**src/rtl/vmul_operand_sign_stage.sv**
```systemverilog
// Registered input stage of the vector multiplier: latches operand pairs and
// decodes per-lane negate masks, with a one-entry skid buffer so in_ready stays registered.
module vmul_operand_sign_stage #(
    parameter int WIDTH = 8
) (
    input  logic               clk,
    input  logic               rst,
    input  logic               in_valid,
    output logic               in_ready,
    input  logic [1:0]         in_opcode,
    input  logic [1:0]         in_precision,
    input  logic [WIDTH*4-1:0] in_operand_a,
    input  logic [WIDTH*4-1:0] in_operand_b,
    output logic               out_valid,
    input  logic               out_ready,
    output logic [1:0]         out_opcode,
    output logic [1:0]         out_precision,
    output logic [WIDTH*4-1:0] out_operand_a,
    output logic [WIDTH*4-1:0] out_operand_b,
    output logic [3:0]         out_neg_a,
    output logic [3:0]         out_neg_b,
    output logic [3:0]         out_neg_res
);
    localparam int W4 = WIDTH * 4;

    typedef struct packed {
        logic [1:0]    opcode;
        logic [1:0]    precision;
        logic [W4-1:0] a;
        logic [W4-1:0] b;
        logic [3:0]    neg_a;
        logic [3:0]    neg_b;
        logic [3:0]    neg_res;
    } beat_t;

    // Spread element sign bits across the lanes each element covers.
    function automatic logic [3:0] lane_signs(input logic [3:0] msb, input logic [1:0] prec);
        logic [3:0] m;
        case (prec)
            2'b01:   m = {msb[3], msb[3], msb[1], msb[1]};
            2'b10:   m = {4{msb[3]}};
            default: m = msb;
        endcase
        return m;
    endfunction

    logic [3:0] msb_a, msb_b;
    logic       signed_a, signed_b;
    beat_t      in_beat, out_q, skid_q;
    logic       out_vld_q, skid_full_q;
    logic       accept;

    assign msb_a = {in_operand_a[4*WIDTH-1], in_operand_a[3*WIDTH-1],
                    in_operand_a[2*WIDTH-1], in_operand_a[WIDTH-1]};
    assign msb_b = {in_operand_b[4*WIDTH-1], in_operand_b[3*WIDTH-1],
                    in_operand_b[2*WIDTH-1], in_operand_b[WIDTH-1]};

    // MULH and MULSU treat A as signed; only MULH treats B as signed.
    assign signed_a = in_opcode[0];
    assign signed_b = (in_opcode == 2'b01);

    always_comb begin
        in_beat           = '0;
        in_beat.opcode    = in_opcode;
        in_beat.precision = in_precision;
        in_beat.a         = in_operand_a;
        in_beat.b         = in_operand_b;
        in_beat.neg_a     = {4{signed_a}} & lane_signs(msb_a, in_precision);
        in_beat.neg_b     = {4{signed_b}} & lane_signs(msb_b, in_precision);
        in_beat.neg_res   = in_beat.neg_a ^ in_beat.neg_b;
    end

    assign in_ready = ~skid_full_q & ~rst;
    assign accept   = in_valid & in_ready;

    always_ff @(posedge clk or posedge rst) begin
        if (rst) begin
            out_q       <= '0;
            skid_q      <= '0;
            out_vld_q   <= 1'b0;
            skid_full_q <= 1'b0;
        end else if (skid_full_q) begin
            // Upstream is stalled while the skid holds a beat.
            if (out_ready) begin
                out_q       <= skid_q;
                skid_full_q <= 1'b0;
            end
        end else if (accept) begin
            if (!out_vld_q || out_ready) begin
                out_q     <= in_beat;
                out_vld_q <= 1'b1;
            end else begin
                skid_q      <= in_beat;
                skid_full_q <= 1'b1;
            end
        end else if (out_ready) begin
            out_vld_q <= 1'b0;
        end
    end

    assign out_valid     = out_vld_q;
    assign out_opcode    = out_q.opcode;
    assign out_precision = out_q.precision;
    assign out_operand_a = out_q.a;
    assign out_operand_b = out_q.b;
    assign out_neg_a     = out_q.neg_a;
    assign out_neg_b     = out_q.neg_b;
    assign out_neg_res   = out_q.neg_res;
endmodule

```
**config.mk**
```make
export PLATFORM = sky130hd
export DESIGN_NAME = vmul_operand_sign_stage
export DESIGN_NICKNAME = d
export VERILOG_FILES = /design/src/rtl/vmul_operand_sign_stage.sv
export SDC_FILE = /design/constraint.sdc
export NUM_CORES = 1
export LEC_CHECK = 0
export ABC_AREA = 1
export BUFFER_PORTS_ARGS = -buffer_cell sky130_fd_sc_hd__buf_2
export CORE_ASPECT_RATIO = 1.2
export CORE_UTILIZATION = 58
export CTS_CLUSTER_SIZE = 12
export DETAILED_ROUTE_END_ITERATION = 10
export PLACE_DENSITY_LB_ADDON = 0.08
export SETUP_SLACK_MARGIN = 0.05
export SYNTH_ARGS = -nofsm -noshare
export SYNTH_HDL_FRONTEND = slang
export SYNTH_SLANG_ARGS = --single-unit
```
**constraint.sdc**
```tcl
create_clock -name clk -period 12.05 [get_ports clk]
set_clock_uncertainty 0.2 [all_clocks]
set_input_delay 1.8075 -clock clk [delete_from_list [all_inputs] [get_ports clk]]
set_output_delay 1.8075 -clock clk [all_outputs]
set_load 0.01 [all_outputs]
```
==> impl_results.md, run 1 <==
* Run status: complete, no violations
* Overall Global Routing Usage at 0.2761
* Post-Synthesis Cells at slightly above 800
* Critical path launch point type: input pin
* Diode count at 0
* Xor-xnor portion of the synthesized cell area at 0
* Number of register bits inferred by synthesis at 162
* Count of flip-flops with a built-in enable after synthesis at 0
* Number of routed nets with antenna violations at 0
* CTS HTree Levels at 4
* Main combinational cell family by area after synthesis: simple AND/OR/NAND/NOR gates
* Number of max-slew violations in the final report at 0
* Overflow after GRT at 0
* Most used cell, CP: buf_2
* # resized after CTS at 0
* Total via count in the routed design at between 5000 and 6000
* Maximum number of pins on one net before global-route repair at just under 90
* Dominant delay contributor by cell family on the critical path: buffers and inverters
* Overall power after layout at 0.001676 W
* Count of input and output buffers at around 150
* Synth async-reset ratio at 1.000
* Final critical path time including I/O delays and setup at approximately 4.2 ns
* Placement Rows at 43
* Sequential fraction of the synthesis area at 0.5848
* Via count of the first global-routing pass at 5801
* Syn avg cell area at about 8.3 µm²
* Final Hold Vio Count at 0
* Fraction of layout cells with a size suffix above 1 at 0.2008
* Tightest Pin Transition at roughly 1.1 ns
* Die extent in y at between 100 and 150 µm
* Max Clk Rate at about 240 MHz
* Nature of the critical path endpoint: primary output
* Total power divided by cell area at between 200 and 250 nW/µm²
* CTS tree: built
* Final setup violation count at 0
* Cell with the largest stage delay on the worst path: buf_2
* Utilization after layout at 0.7129
* IO Count at 154
* Multiplexer share of the synthesized area at 0
* Wire length of the first global-routing pass at between 20 and 30 mm
* Clock latency reported for the late side of the worst-skew pair at 0.42 ns
* TritonCTS buffer count at 17
* CTS hold repair buffers at 0
* CTS Sinks at 162
* Maximum Capacitance Violations at 0
* Top cell type by total area after synthesis: dfrtp_1
* Post-detailed-placement half-perimeter wirelength at approximately 9.9 mm
* Via density per instance at between 5 and 6
* Number of library cell types mapped by synthesis at 21
* Post-synthesis instance area at between 6000 and 7000 µm²
* Signed area change from the synthesized netlist to the final layout at 19.51%
* Final-layout worst hold slack at approximately 0.27 ns
* Setup CP Type: in -> out
* Synth Net Count at ~900
* RSZ-0062 raised after global routing: false
* Class of the most critical hold timing path: reg -> reg
* Most repeated cell in the gate-level netlist after synthesis: nand2_1
* Iter 0 DRT Violations at 385
* Starting density of the core at 0.5965
* Critical path's largest stage delay at between 0.1 and 0.15 ns
* Total wire length at between 15 and 20 mm
* Nets at around 1000
* Top area cells in the synthesized netlist: dfrtp_1, nand2_1, a31oi_1
* CTS Root Cell: clkbuf_16
* Leakage power of the design at about 4.2 nW
* Buffers & Inverters on Critical Path at 2
* Worst-case vdd ir drop at ~110 µV
* Adder and majority gate portion of the synthesized area at 0.003610
* Leading post-synthesis cells by instance count: nand2_1, dfrtp_1, nor2_1
* Synth top area share at 0.5848
* Area of the die at between 10000 and 15000 µm²
* Antenna violations before repair at 0
* Required time worst endpoint at around 10 ns
* Post-CTS Repair Setup Buffers at 0
* Yosys warning count at 0
* Post-synthesis share of cell area spent on and, or, nand and nor gates at 0.2758
* CTS clock-pin slew for the worst setup and hold paths at approximately 0.060 ns
* CP Data Arrival Time at ~2.2 ns
* Complex-gate fraction of the synthesized area at 0.08971
* Post-DR wirelength/cell at around 14 µm
* DRC violation count after routing at 0
* Initial DRT Pass Iterations at 6
* Number of buffers on the longest clock path at 2
* Fin Setup TNS at 0 ns
* Period Utilization, post-route at 0.3473
* Placer's final routability congestion estimate at 0.8518
* Main synth FF type: dfrtp_1
* Chip Width at between 100 and 150 µm
* Core region area at approximately 12000 µm²
* Worst slew margin relative to its limit at 0.2970
* Sequence of cells on the critical path: buf_2 -> nor2_4 -> buf_2
* Crit path max fanout at 2
-- cells by family (layout without fill, tap and decap cells) --
| group | Yosys count | count (layout) |
|---|---|---|
| AOI/OAI and AO/OA | 107 | 107 |
| adders and majority gates | 2 | 2 |
| buffers and inverters | 65 | 205 |
| DFF | 162 | 162 |
| and+or+nand+nor | 495 | 495 |
-- routing by layer --
layer	GRT usage	part of all wire	wire length (µm)	vias up
met5	0	0	0	-
met4	0.1295	0.021	323	0
met3	0.05737	0.060	943	26
met2	0.4561	0.49	7789	187
met1	0.3473	0.42	6685	2736
li1	-	-	-	2897
-- stage by stage --
step	area (µm²)	worst slack, ns	cells
2_1_floorplan	6932	5.666	831
6_report	8284	7.866	1128
3_3_place_gp	7681	7.861	1096
4_1_cts	8284	7.864	1128
3_5_place_dp	7681	7.772	1096
5_1_grt	8284	7.847	1128
-- power by group --
| part | switching, W | internal [W] |
|---|---|---|
| clock | 0.000206 | 0.000346 |
| sequential | 0.0000817 | 0.000693 |
| combinational | 0.000208 | 0.000141 |
| total | 0.000496 | 0.00118 |
-- cell usage in the layout (no fill, tap or decap), types with 3 or more instances in the layout --
cell       count
dfrtp_1      161
bufinv_16      4
nor2_1        91
a21oi_1       16
clkbuf_1       5
nand3b_1       4
inv_1         10
nand2_1      385
a31oi_1       69
o21ai_0       21
clkinv_2       3
clkbuf_16     17
buf_2        153
nand3_1       11
buf_4          6
-- cell type report --
| class | instances | area, µm² |
|---|---|---|
| sequential | 162 | 4055 |
| fill | 959 | 3337 |
| multi-input combinational | 604 | 2559 |
| timing repair buffer | 159 | 810.8 |
| clock buffer | 22 | 444.2 |
| tap | 157 | 196.4 |
| clock inverter | 10 | 158.9 |
| inverter | 14 | 60.06 |
-- registers in the layout, indices dropped and copies added, names as in the netlist --
name	cells
out_neg_a	4
skid_full_q	1
out_neg_b	4
out_operand_a	32
out_opcode	2
out_neg_res	4
out_operand_b	32
out_valid	1
skid_q	80
out_precision	2
-- final timing paths --
check / from / endpoint / slack (ns) / cells past startpoint
max: rst / in_ready / 7.87 / 3
min: skid_q[52]$_DFFE_PP0P_ / skid_q[52]$_DFFE_PP0P_ / 0.27 / 2
max reg2reg: skid_full_q$_DFF_PP0_ / out_operand_a[21]$_DFFE_PP0P_ / 9.25 / 7
min reg2reg: skid_q[52]$_DFFE_PP0P_ / skid_q[52]$_DFFE_PP0P_ / 0.27 / 2
max in group asynchronous: rst / skid_q[10]$_DFFE_PP0P_ / 8.79 / 3
min in group asynchronous: rst / out_valid$_DFFE_PP0P_ / 1.33 / 2
-- worst min-delay path, stage by stage (launching register included) --
cell and delay, ns:
dfrtp_1 0.34, nand2_1 0.05, nand2_1 0.05
Note: power is estimated with default switching activity, not from simulation.
==> inputs of run 2 (changes only) <==
--- a/config.mk
+++ b/config.mk
@@ -8,7 +8,7 @@
 export ABC_AREA = 1
 export BUFFER_PORTS_ARGS = -buffer_cell sky130_fd_sc_hd__buf_2
 export CORE_ASPECT_RATIO = 1.2
-export CORE_UTILIZATION = 58
+export CORE_UTILIZATION = 54
 export CTS_CLUSTER_SIZE = 12
 export DETAILED_ROUTE_END_ITERATION = 10
 export PLACE_DENSITY_LB_ADDON = 0.08
==> constraint.sdc (replaced) <==
create_clock -name clk -period 4 [get_ports clk]
set_clock_uncertainty 0.2 [all_clocks]
set_input_delay 0.6 -clock clk [delete_from_list [all_inputs] [get_ports clk]]
set_output_delay 0.6 -clock clk [all_outputs]
set_load 0.01 [all_outputs]
==> run 2 against run 1 <==
Effect of this change:
- largest power group unchanged
- register-to-register slack got worse by 7.8 ns
- via count rose by 1.7%
- clock-buffer cell count did not move
- sequential power rose to 3.0 times the previous value
- wire length rose by 0.64%
==> impl_results.md, run 2 (same netlist as run 1, synthesis figures left out) <==
* Run status: complete, no violations
* Max Clk Rate at approximately 400 MHz
* Highest-count cells in the layout ignoring fill and taps: nand2_1, dfrtp_1, buf_2
* Wire length of the first global-routing pass at 26.76 mm
* Post-CTS Repair Setup Buffers at 0
* Worst slew margin relative to its limit at 0.3886
* Fraction of layout cells with a size suffix above 1 at 0.2025
* Layer with the highest usage: met2
* CTS hold repair buffers at 0
* Period Utilization, post-route at 0.6265
* CTS clock-pin slew for the worst setup and hold paths at around 0.060 ns
* Starting density of the core at 0.5621
* Overflow after GRT at 0
* Chip Width at roughly 110 µm
* Final setup violation count at 0
* DRC violation count after routing at 0
* Required time worst endpoint at between 4 and 5 ns
* Via count of the first global-routing pass at 5662
* Post-detailed-placement half-perimeter wirelength at roughly 10 mm
* Final Hold Vio Count at 0
* Number of buffers on the longest clock path at 2
* TritonCTS buffer count at 17
* Total power divided by cell area at approximately 600 nW/µm²
* Nature of the critical path endpoint: flip-flop
* Multi-input combinational cell area at approximately 2600 µm²
* Nets at between 1000 and 1500
* Fin area at around 8300 µm²
* CTS Sinks at roughly 160
* Total wire length at between 15 and 20 mm
* CTS Root Cell: clkbuf_16
* Max FFs per register at 80
* Total via count in the routed design at just under 6000
* Largest Register: skid_q
* Overall power after layout at ~0.0051 W
* Antenna violations before repair at 0
* Core region area at 12330 µm²
* Tightest Pin Transition at 0.9171 ns
* IO Count at around 150
* RSZ-0062 raised after global routing: false
* Class of the most critical hold timing path: in -> async
* Met2 global-route usage at 0.4195
* Post-DR wirelength/cell at 13.97 µm
* Initial DRT Pass Iterations at 5
* Count of input and output buffers at between 150 and 200
* Area post-placement at roughly 7700 µm²
* Setup slack after placement at 1.261 ns
* Clock latency reported for the late side of the worst-skew pair at a little over 0.4 ns
* Via density per instance at ~5.2
* CTS HTree Levels at 4
* Number of max-slew violations in the final report at 0
* Critical path launch point type: flip-flop
* Worst-case vdd ir drop at 330.3 µV
* Overall Global Routing Usage at 0.2528
* Signed area change from the synthesized netlist to the final layout at 20.40%
* Number of routed nets with antenna violations at 0
* Met3 Track Usage GR at 0.05642
* Placer's final routability congestion estimate at about 0.81
* Diode count at 0
* Fin Setup TNS at 0 ns
* Area used by sequential logic in the layout at ~4000 µm²
* Grt met1 use at 0.3296
* Placement Rows at 44
* Maximum Capacitance Violations at 0
* Area of the die at approximately 13000 µm²
* Maximum number of pins on one net before global-route repair at slightly below 90
* CTS tree: built
* Setup CP Type: reg -> reg
* Crit path max fanout at 74
* Final critical path time including I/O delays and setup at about 2.5 ns
* FILL cells at approximately 1100
* Leakage power of the design at roughly 4.3 nW
* Die extent in y at 126.1 µm
* CP Data Arrival Time at roughly 2.6 ns
* Worst-case setup margin in the final layout at 1.494 ns
* # resized after CTS at 0
* Most frequent standard cell in the layout excluding fill and tap cells: nand2_1
* Iter 0 DRT Violations at 358
==> run 2: changes by cell type in the layout (fill, tap and decap cells not counted), sizes merged <==
cell,change
clkinvlp,+2
inv,-1
clkinv,-3
buf,+3
bufinv,+1
==> run 2: power breakdown <==
| group | switching, W | internal (W) |
|---|---|---|
| logic | 0.000629 | 0.000429 |
| registers | 0.000239 | 0.00209 |
| clock network | 0.000625 | 0.00111 |
==> run 2: final timing paths <==
path | startpoint | endpoint | cells after the start | slack [ns]
worst min register to register | skid_q[12]$_DFFE_PP0P_ | skid_q[12]$_DFFE_PP0P_ | 2 | 0.27
worst max-delay path | skid_full_q$_DFF_PP0_ | out_operand_a[11]$_DFFE_PP0P_ | 8 | 1.49
max in group asynchronous | rst | out_operand_a[21]$_DFFE_PP0P_ | 3 | 2.64
min in group clk | in_operand_b[0] | skid_q[12]$_DFFE_PP0P_ | 3 | 0.20
worst max register to register | skid_full_q$_DFF_PP0_ | out_operand_a[11]$_DFFE_PP0P_ | 8 | 1.49
worst min-delay path | rst | skid_q[24]$_DFFE_PP0P_ | 2 | 0.003
==> run 2: per-layer routing <==
layer  part of all wire  wire length, µm  up-vias
met3              0.057              908       18
li1                   -                -     2922
met2               0.49             7750      182
met5                  0                0        -
met4              0.011              178        0
met1               0.44             7005     2824
==> run 2: final cells by class <==
class	count	area share
Tap cell	161	0.02414
Multi-Input combinational cell	604	0.3066
Sequential cell	162	0.4859
Inverter	14	0.007046
Timing Repair Buffer	162	0.1013
Clock buffer	22	0.05322
Clock inverter	9	0.02174
==> run 2: per-stage QoR <==
stage | hold slack [ns] | instances | util
after floorplan | 0.2417 | 831 | -
after global placement | 0.2528 | 1103 | 0.6260
after detailed placement | 0.2581 | 1103 | 0.6260
after CTS | 0.005950 | 1134 | 0.6767
after global routing | 0.02227 | 1134 | 0.6767
final | 0.002763 | 1134 | 0.6767
==> run 2: critical path, cell delays in order (launching register included) <==
cell	delay [ns]
dfrtp_2	0.45
nor2_4	0.12
nand2_2	0.09
nand2_1	0.08
nand2_2	0.23
inv_4	0.57
buf_12	0.35
nor2_1	0.09
a31oi_1	0.15
==> inputs of run 3 (changes only) <==
--- a/config.mk
+++ b/config.mk
@@ -8,7 +8,7 @@
 export ABC_AREA = 1
 export BUFFER_PORTS_ARGS = -buffer_cell sky130_fd_sc_hd__buf_2
 export CORE_ASPECT_RATIO = 1.2
-export CORE_UTILIZATION = 54
+export CORE_UTILIZATION = 49
 export CTS_CLUSTER_SIZE = 12
 export DETAILED_ROUTE_END_ITERATION = 10
 export PLACE_DENSITY_LB_ADDON = 0.08
==> constraint.sdc (replaced) <==
create_clock -name clk -period 2.2 [get_ports clk]
set_clock_uncertainty 0.2 [all_clocks]
set_input_delay 0.33 -clock clk [delete_from_list [all_inputs] [get_ports clk]]
set_output_delay 0.33 -clock clk [all_outputs]
set_load 0.01 [all_outputs]
==> run 3 against run 2 <==
Effect of this change:
- global-route usage decreased by 1.1 points
- via count increased by 4.3%
- combinational power increased by 94%
- die area increased by 10%
- register-to-register slack got worse by 1.2 ns
- critical path depth increased by 4
- clock power increased by 66%
- final cell count increased by 7.6%
- worst setup slack got worse by 1.3 ns
- critical endpoint is now out_neg_res[0]$_DFFE_PP0P_
==> impl_results.md, run 3 (same netlist as run 1, synthesis figures left out) <==
* Run status: complete, no violations
* Cell with the largest stage delay on the worst path: dlygate4sd3_1
* Most used cell, CP: nand2_1
* Period Utilization, post-route at 0.9129
* CTS clock-pin slew for the worst setup and hold paths at around 0.06 ns
* Diode count at 0
* Class of the most critical hold timing path: in -> reg
* Clock latency reported for the late side of the worst-skew pair at 0.42 ns
* Switch share at 0.2962
* Via count of the first global-routing pass at 5937
* Placement Rows at between 40 and 50
* IO Count at approximately 150
* Maximum number of pins on one net before global-route repair at just under 100
* Post-DR wirelength/cell at between 10 and 15 µm
* Multi-input combinational cell area at 2559 µm²
* Combinational share of power at 0.225
* Nets at approximately 1100
* DRC violation count after routing at 0
* Total wire length at ~17 mm
* Most frequent standard cell in the layout excluding fill and tap cells: nand2_1
* Die extent in y at roughly 130 µm
* Wire length of the first global-routing pass at between 20 and 30 mm
* Number of buffers on the longest clock path at 2
* Max FFs per register at 80
* Via density per instance at around 5.1
* CP Data Arrival Time at 2.12 ns
* Final critical path time including I/O delays and setup at 2.008 ns
* Maximum Capacitance Violations at 0
* Overflow after GRT at 0
* Critical path launch point type: input pin
* Worst-case vdd ir drop at a little under 700 µV
* Required time worst endpoint at roughly 2.3 ns
* Antenna violations before repair at 0
* Proportion of power drawn by flip-flops and latches at 0.462
* Clock network fraction of design power at 0.313
* RSZ-0062 raised after global routing: false
* Number of max-slew violations in the final report at 0
* Initial DRT Pass Iterations at 5
* Final Hold Vio Count at 0
* Sw power at 0.002712 W
* Fin area at approximately 9100 µm²
* Total via count in the routed design at approximately 6200
* Max Clk Rate at around 500 MHz
* Final-layout worst hold slack at between 0.07 and 0.08 ns
* Sequence of cells on the critical path: dlygate4sd3_1 -> buf_2 -> inv_1 -> ha_1 -> inv_2 -> nand3_1 -> nand2_1 -> nor2_1 -> nand2_1 -> nand3_1 -> nand2_1 -> nand2_1
* Setup CP Type: in -> reg
* Area post-placement at between 7000 and 8000 µm²
* Fin Setup TNS at 0 ns
* Largest Register: skid_q
* Iter 0 DRT Violations at 378
* Starting density of the core at 0.5016
* Total power divided by cell area at 1005 nW/µm²
* FILL cells at ~1200
* TritonCTS buffer count at 17
* Setup slack after placement at approximately 0.26 ns
* Core region area at between 10000 and 15000 µm²
* Crit path max fanout at 8
* Area of the die at 14630 µm²
* Signed area change from the synthesized netlist to the final layout at 31.50%
* CTS tree: built
* Number of routed nets with antenna violations at 0
* CTS Sinks at about 160
* Critical path's largest stage delay at 0.53 ns
* Post-CTS Repair Setup Buffers at 0
* Leakage power of the design at approximately 4.6 nW
* Highest-count cells in the layout ignoring fill and taps: nand2_1, dfrtp_1, buf_2
* Count of input and output buffers at between 150 and 200
* Fraction of layout cells with a size suffix above 1 at 0.1916
* Final setup violation count at 0
* CTS HTree Levels at 4
* Worst slew margin relative to its limit at 0.6317
* Cell Int Power at 0.006445 W
* Tightest Pin Transition at between 0.5 and 0.6 ns
* Overall Global Routing Usage at 0.2417
* Worst-case setup margin in the final layout at between 0.15 and 0.2 ns
* Placer's final routability congestion estimate at about 0.84
* Chip Width at roughly 110 µm
* Post-detailed-placement half-perimeter wirelength at approximately 11 mm
* Area used by sequential logic in the layout at 4055 µm²
* CTS Root Cell: clkbuf_16
* Overall power after layout at 0.009156 W
* Nature of the critical path endpoint: flip-flop
==> run 3: cell types whose count changed in the layout (fill, tap and decap cells not counted), sizes merged <==
cell	change
buf	+5
clkbuf	+6
clkinvlp	-2
bufinv	-3
dlygate4sd3	+70
==> run 3: layout make-up <==
| type | count | area share |
|---|---|---|
| sequential | 162 | 0.4449 |
| timing repair buffer | 237 | 0.1820 |
| inverter | 14 | 0.006452 |
| multi-input combinational | 604 | 0.2807 |
| clock inverter | 4 | 0.007962 |
| clock buffer | 28 | 0.05450 |
| tap | 171 | 0.02347 |
==> run 3: metal layers <==
metal	vias to the layer above	routed length, µm	global-route usage
li1	3072	-	-
met1	2914	7526	0.3022
met2	180	8343	0.4030
met3	35	866	0.05149
met4	0	388	0.1096
met5	-	0	0
==> run 3: stage by stage <==
stage	cells	utilization
floorplan	831	-
CTS	1220	0.6596
global placement	1118	0.5677
detailed placement	1118	0.5677
global route	1220	0.6596
finish	1220	0.6596
==> run 3: worst paths after layout <==
check / startpoint / end / slack (ns) / depth (start not counted)
max: in_precision[0] / out_neg_res[0]$_DFFE_PP0P_ / 0.19 / 12
min: in_opcode[0] / out_opcode[0]$_DFFE_PP0P_ / 0.07 / 3
max reg2reg: skid_full_q$_DFF_PP0_ / skid_q[49]$_DFFE_PP0P_ / 0.34 / 7
min reg2reg: skid_q[12]$_DFFE_PP0P_ / skid_q[12]$_DFFE_PP0P_ / 0.27 / 2
max in group asynchronous: rst / out_opcode[0]$_DFFE_PP0P_ / 0.91 / 4
min in group asynchronous: rst / out_operand_b[23]$_DFFE_PP0P_ / 0.42 / 4
==> run 3: timing repair <==
item / in CTS / in global routing
endpoints found under the setup margin: 0 / 3
endpoints found under the hold margin: 286 / 0
hold buffers: 70 / 0
resized for setup: 0 / 1
==> run 3: power groups by stage <==
stage | combinational (W) | sequential, W | clock [W]
after CTS | 0.00208 | 0.00423 | 0.00293
after floorplan | 0.00102 | 0.00441 | 0
after detailed placement | 0.00198 | 0.00427 | 0
final | 0.00206 | 0.00423 | 0.00287
after global routing | 0.00232 | 0.00433 | 0.00304
after global placement | 0.00193 | 0.00423 | 0
==> run 3: critical path: cells and delay by family <==
family                     cells  cell delay (ns)
adders and majority gates      1             0.34
and+or+nand+nor                7             0.60
buffers and inverters          4             0.87
